## src/rtl/sprite_palette_lut.sv

```systemverilog
// Banked, runtime-writable sprite palette with a 2-cycle registered read path, post-reset clear
// and an optional global brightness fade engine (built when SPRITE_PALETTE_FADE_EN is defined).
module sprite_palette_lut #(
  parameter int unsigned INDEX_W      = 4,
  parameter int unsigned COLOR_W      = 4,
  parameter int unsigned NUM_BANKS    = 4,
  parameter int unsigned TRANSP_INDEX = 0,
  parameter int unsigned FADE_DIV     = 1024,
  localparam int unsigned BANK_W      = (NUM_BANKS > 1) ? $clog2(NUM_BANKS) : 1
) (
  input  logic                   Clk,
  input  logic                   Reset_n,
  input  logic                   pix_valid,
  input  logic [INDEX_W-1:0]     pix_index,
  input  logic [BANK_W-1:0]      pix_bank,
  output logic                   pix_out_valid,
  output logic [COLOR_W-1:0]     red,
  output logic [COLOR_W-1:0]     green,
  output logic [COLOR_W-1:0]     blue,
  output logic                   transparent,
  input  logic                   wr_valid,
  output logic                   wr_ready,
  input  logic [BANK_W-1:0]      wr_bank,
  input  logic [INDEX_W-1:0]     wr_index,
  input  logic [3*COLOR_W-1:0]   wr_data,
  output logic                   init_busy,
  input  logic                   fade_start,
  input  logic [4:0]             fade_target,
  output logic [4:0]             fade_level,
  output logic                   fade_busy
);

  localparam int unsigned AddrW     = BANK_W + INDEX_W;
  localparam int unsigned InitDepth = NUM_BANKS * (2 ** INDEX_W);
  localparam int unsigned DataW     = 3 * COLOR_W;

  typedef enum logic [0:0] {StInit, StRun} state_e;

  state_e           state_q, state_d;
  logic [AddrW-1:0] init_cnt_q, init_cnt_d;

  always_comb begin
    state_d    = state_q;
    init_cnt_d = init_cnt_q;
    case (state_q)
      StInit: begin
        init_cnt_d = init_cnt_q + 1'b1;
        if (init_cnt_q == AddrW'(InitDepth - 1)) begin
          state_d    = StRun;
          init_cnt_d = '0;
        end
      end
      StRun:   state_d = StRun;
      default: state_d = StInit;
    endcase
  end

  always_ff @(posedge Clk or negedge Reset_n) begin
    if (!Reset_n) begin
      state_q    <= StInit;
      init_cnt_q <= '0;
    end else begin
      state_q    <= state_d;
      init_cnt_q <= init_cnt_d;
    end
  end

  assign init_busy = (state_q == StInit);
  assign wr_ready  = (state_q == StRun);

  // Palette storage; the clear sequence owns the write port during INIT.
  logic [DataW-1:0] mem_q [2**AddrW];
  logic             mem_we;
  logic [AddrW-1:0] mem_waddr;
  logic [DataW-1:0] mem_wdata;

  always_comb begin
    mem_we    = 1'b0;
    mem_waddr = init_cnt_q;
    mem_wdata = '0;
    if (state_q == StInit) begin
      mem_we = 1'b1;
    end else if (wr_valid) begin
      mem_we    = 1'b1;
      mem_waddr = {wr_bank, wr_index};
      mem_wdata = wr_data;
    end
  end

  always_ff @(posedge Clk) begin
    if (mem_we) begin
      mem_q[mem_waddr] <= mem_wdata;
    end
  end

  // Stage 1: the read samples pre-write contents, giving read-old-data on a collision.
  logic             s1_valid_q, s1_transp_q, s1_transp_d;
  logic [DataW-1:0] s1_rgb_q, s1_rgb_d;
  logic [AddrW-1:0] rd_addr;

  always_comb begin
    rd_addr     = {pix_bank, pix_index};
    s1_rgb_d    = (state_q == StRun) ? mem_q[rd_addr] : '0;
    s1_transp_d = (pix_index == INDEX_W'(TRANSP_INDEX));
  end

  always_ff @(posedge Clk or negedge Reset_n) begin
    if (!Reset_n) begin
      s1_valid_q  <= 1'b0;
      s1_transp_q <= 1'b0;
      s1_rgb_q    <= '0;
    end else begin
      s1_valid_q  <= pix_valid;
      s1_transp_q <= s1_transp_d;
      s1_rgb_q    <= s1_rgb_d;
    end
  end

  logic [DataW-1:0] scaled_rgb;

`ifdef SPRITE_PALETTE_FADE_EN
  localparam int unsigned DivW = (FADE_DIV > 1) ? $clog2(FADE_DIV) : 1;

  logic [4:0]      level_q, level_d, tgt_q, tgt_d;
  logic [DivW-1:0] div_q, div_d;

  function automatic logic [COLOR_W-1:0] scale(input logic [COLOR_W-1:0] ch,
                                               input logic [4:0]         lvl);
    logic [COLOR_W+4:0] prod;
    prod = (COLOR_W+5)'(ch) * (COLOR_W+5)'(lvl);
    return COLOR_W'(prod >> 4);
  endfunction

  always_comb begin
    level_d = level_q;
    tgt_d   = tgt_q;
    div_d   = div_q;
    if (fade_start && (state_q == StRun)) begin
      tgt_d = (fade_target > 5'd16) ? 5'd16 : fade_target;
      div_d = '0;
    end else if (level_q != tgt_q) begin
      if (div_q == DivW'(FADE_DIV - 1)) begin
        div_d   = '0;
        level_d = (level_q < tgt_q) ? level_q + 5'd1 : level_q - 5'd1;
      end else begin
        div_d = div_q + 1'b1;
      end
    end
  end

  always_ff @(posedge Clk or negedge Reset_n) begin
    if (!Reset_n) begin
      level_q <= 5'd16;
      tgt_q   <= 5'd16;
      div_q   <= '0;
    end else begin
      level_q <= level_d;
      tgt_q   <= tgt_d;
      div_q   <= div_d;
    end
  end

  assign fade_level = level_q;
  assign fade_busy  = (level_q != tgt_q);
  assign scaled_rgb = {scale(s1_rgb_q[DataW-1 -: COLOR_W], level_q),
                       scale(s1_rgb_q[2*COLOR_W-1 -: COLOR_W], level_q),
                       scale(s1_rgb_q[COLOR_W-1:0], level_q)};
`else
  logic unused_fade;
  assign unused_fade = ^{fade_start, fade_target};
  assign fade_level  = 5'd16;
  assign fade_busy   = 1'b0;
  assign scaled_rgb  = s1_rgb_q;
`endif

  // Stage 2: colour is held at zero whenever the output is not valid.
  logic             out_valid_q, out_transp_q, out_transp_d;
  logic [DataW-1:0] out_rgb_q, out_rgb_d;

  always_comb begin
    out_rgb_d    = s1_valid_q ? scaled_rgb : '0;
    out_transp_d = s1_valid_q & s1_transp_q;
  end

  always_ff @(posedge Clk or negedge Reset_n) begin
    if (!Reset_n) begin
      out_valid_q  <= 1'b0;
      out_transp_q <= 1'b0;
      out_rgb_q    <= '0;
    end else begin
      out_valid_q  <= s1_valid_q;
      out_transp_q <= out_transp_d;
      out_rgb_q    <= out_rgb_d;
    end
  end

  assign pix_out_valid = out_valid_q;
  assign transparent   = out_transp_q;
  assign red           = out_rgb_q[DataW-1 -: COLOR_W];
  assign green         = out_rgb_q[2*COLOR_W-1 -: COLOR_W];
  assign blue          = out_rgb_q[COLOR_W-1:0];

endmodule

```

## config.mk

```make
export PLATFORM = sky130hd
export DESIGN_NAME = sprite_palette_lut
export DESIGN_NICKNAME = d
export VERILOG_FILES = /design/src/rtl/sprite_palette_lut.sv
export SDC_FILE = /design/constraint.sdc
export NUM_CORES = 1
export LEC_CHECK = 0
export BUFFER_PORTS_ARGS = -buffer_cell sky130_fd_sc_hd__buf_2
export CORE_MARGIN = 2
export CORE_UTILIZATION = 50
export DETAILED_ROUTE_END_ITERATION = 8
export HOLD_SLACK_MARGIN = 0.1
export PLACE_DENSITY = 0.66
export SLEW_MARGIN = 20
export SYNTH_ARGS = -nofsm -noshare
export SYNTH_HDL_FRONTEND = slang
export SYNTH_SLANG_ARGS = --single-unit
```

## constraint.sdc

```tcl
create_clock -name Clk -period 5.8 [get_ports Clk]
set_input_delay 1.16 -clock Clk [delete_from_list [all_inputs] [get_ports Clk]]
set_output_delay 1.16 -clock Clk [all_outputs]
set_load 0.005 [all_outputs]
```

==> impl_metrics.yaml <==
grt:
  grt_use_total_pct: 23.8
  grt_antenna_before_repair: 2
  grt_max_degree: 84
  grt_overflow: 0
  grt_pass1_wl_um: 107000
  first_global_vias: 15700
placed_design:
  gp_congestion: 0.825
  post-place-cells: 2406
  io_buffers: 43
  hpwl_um: 43900
  postPlaceCellArea_sq_mm: 0.0326
clocking:
  cts_resized: 0
  clock_path_buffers: 3
  root_buffer: "clkbuf_16"
  cts_hold_buffers: 0
  cts_setup_buffers: 0
  clkLatencyLatePin_ns: 0.63
  numCtsBuffers: 81
  clk_pin_slew_worst_paths_ns: 0.06
  h-tree-depth: 3
  cts.sinks: 803
  cts_tree: "yes"
setup_path:
  critPathRequiredTime_ns: 6.13
  crit_arrival_ns: 4.07
  cp_max_fo: 26
  cp-end-kind: "flop"
  start_kind: "flop"
  crit_type: "flop to flop"
drt:
  routed_via_density: 6.13
  wire_per_inst_um: 29.0
  drc: 0
  first_iter_violations: 1768
  ant_nets: 0
  drtPass1Iterations: 7
  wirelength_um: 74100
  num_vias: 15700
power_and_ir_drop:
  ir_worst_vdd_mv: 0.333
  total_leakage_power_uw: 0.00980
  power.density_mw_per_mm2: 330
cells_and_area:
  drive_gt1_share_pct: 23.9
  stdcell_count: 2553
  layout_common_cells: "edfxtp_1, mux4_2, mux2i_1"
  design_area_sq_mm: 0.0351
  nets: 1687
  fillers: 4584
  final_common_cell: "edfxtp_1"
  areaGrowthSynthToFinish_pct: 12.9
  multi_input_comb_area_sq_mm: 0.00665
  ff_latch_area_sq_mm: 0.0239
yosys:
  avgSynthCellArea_sq_um: 20.4
  ys_async_sr_fraction_pct: 4.36
  syn_inst: 1526
  synth_seq_area_share_pct: 77.0
  synthesis.area_sq_mm: 0.0311
  yosysUniqueCellTypes: 51
  synthFlopType: "edfxtp_1"
  ys_warn_count: 0
  synth-seq-cells: 803
  synth_edf_count: 768
sta:
  min_period_over_period_pct: 64.6
  fin_skew_ns: 0.0217
  rsz0062_at_grt: "false"
  relSlewSlack_pct: 19.3
  finalCriticalPeriod_ns: 3.75
  fmax_ghz: 0.267
  setup_violations: 0
  final_hold_viol_count: 0
  slew_violations: 0
  tns_ns: 0
  tightest_slew_ns: 1.21
floorplan:
  die_area_sq_mm: 0.0642
  io_pins: 56
  core_area_sq_mm: 0.0616
  dieWidth_um: 253
  start_util_pct: 50.4
  row_count: 91
  die-height_um: 253
run_status:
  status: "completed"
min_path:
  hold_path.class: "flop to flop"
flow_run:
  cap_violations: 0
==> synth_stat cells (3+ instances only) <==
cell type	number	area share (%)
mux2i_1	101	3.3
or3b_2	3	0.085
a21oi_1	28	0.45
mux4_2	139	10
a21o_1	4	0.097
o221ai_1	22	0.62
nand3_1	13	0.21
clkbuf_1	29	0.35
nor2_1	75	0.91
buf_4	21	0.51
buf_1	4	0.048
inv_1	5	0.060
o22ai_1	24	0.48
nand2b_1	3	0.060
mux4_1	4	0.34
and2_1	17	0.34
edfxtp_1	768	74
o21a_1	3	0.072
nand2_1	38	0.46
o21ai_0	10	0.16
a211oi_1	34	0.82
dfrtp_1	35	2.8
buf_2	28	0.45
and3_1	13	0.26
nand3b_1	6	0.14
a22oi_1	24	0.58
nor2b_1	8	0.16
buf_6	6	0.22
or3_1	5	0.10
a22o_1	26	0.73
==> report_power, final <==
| group | internal [uW] | switching (uW) | total (uW) | leakage, uW |
|---|---|---|---|---|
| registers | 6260 | 1.06 | 6260 | 0.00582 |
| clock network | 2850 | 2130 | 4980 | 0.00123 |
| logic | 115 | 214 | 329 | 0.00275 |
==> critical path, stage by stage, from the launching register on <==
cell     delay (ns)
dfrtp_1        0.87
nand2_1        0.47
o22ai_1        0.47
nand2_1        0.61
nor2_1         0.72
buf_4          0.30
==> cells by family (layout without fill, tap and decap cells) <==
group	after synthesis	in the layout	share of synthesized area, %
xor gates and xnor gates	2	2	0.0564
AOI/OAI and AO/OA	193	193	4.53
DFF	803	803	77.0
and+or+nand+nor	184	184	2.81
muxes	246	246	13.7
other	2	7	0.0242
buffers and inverters	95	280	1.76
adders and majority gates	1	1	0.0403
==> layer usage <==
metal	global-route usage [%]	share of wire [%]	routed length (um)
met5	0	0	0
met4	8.06	3.1	2280
met3	6.72	10	7390
met2	35.4	46	33800
met1	33.9	41	30600
==> state kept, by name, indices dropped and copies added, names as in the netlist <==
register,flops
init_cnt_q,6
transparent,1
wr_ready,1
s1_valid_q,1
pix_out_valid,1
s1_transp_q,1
mem_q,768
s1_rgb_q,12
out_rgb_q,12
==> stage by stage <==
step           worst slack (ns)  util, %  total power (uW)  hold WS (ns)
2_1_floorplan              2.80        -              6590         0.390
3_3_place_gp               1.63     52.8              6710         0.450
3_5_place_dp               1.57     52.9              6710         0.447
4_1_cts                    2.20     56.9             11600         0.460
5_1_grt                    1.79     57.0             11900         0.480
6_report                   2.05     57.0             11600         0.459
==> final cells by class <==
type	count	area share, %
well taps	837	2.98
inverters	5	0.0535
clock inverters	51	1.22
clock buffers	95	5.95
multi-input cells	632	18.9
flip-flops and latches	803	68.2
repair buffers	129	2.62
diodes	1	0.00713
==> worst paths after layout <==
| kind | startpoint | endpoint | slack, ns | cells past startpoint |
|---|---|---|---|---|
| min in group asynchronous | Reset_n | init_cnt_q[5] | 0.66 | 1 |
| setup reg to reg | wr_ready | mem_q[22][9] | 2.05 | 5 |
| hold / removal | s1_rgb_q[3] | out_rgb_q[3] | 0.46 | 1 |
| hold reg to reg | s1_rgb_q[3] | out_rgb_q[3] | 0.46 | 1 |
| max in group asynchronous | Reset_n | transparent | 4.52 | 1 |
| setup / recovery | wr_ready | mem_q[22][9] | 2.05 | 5 |
Note: power is estimated with default switching activity, not from simulation.
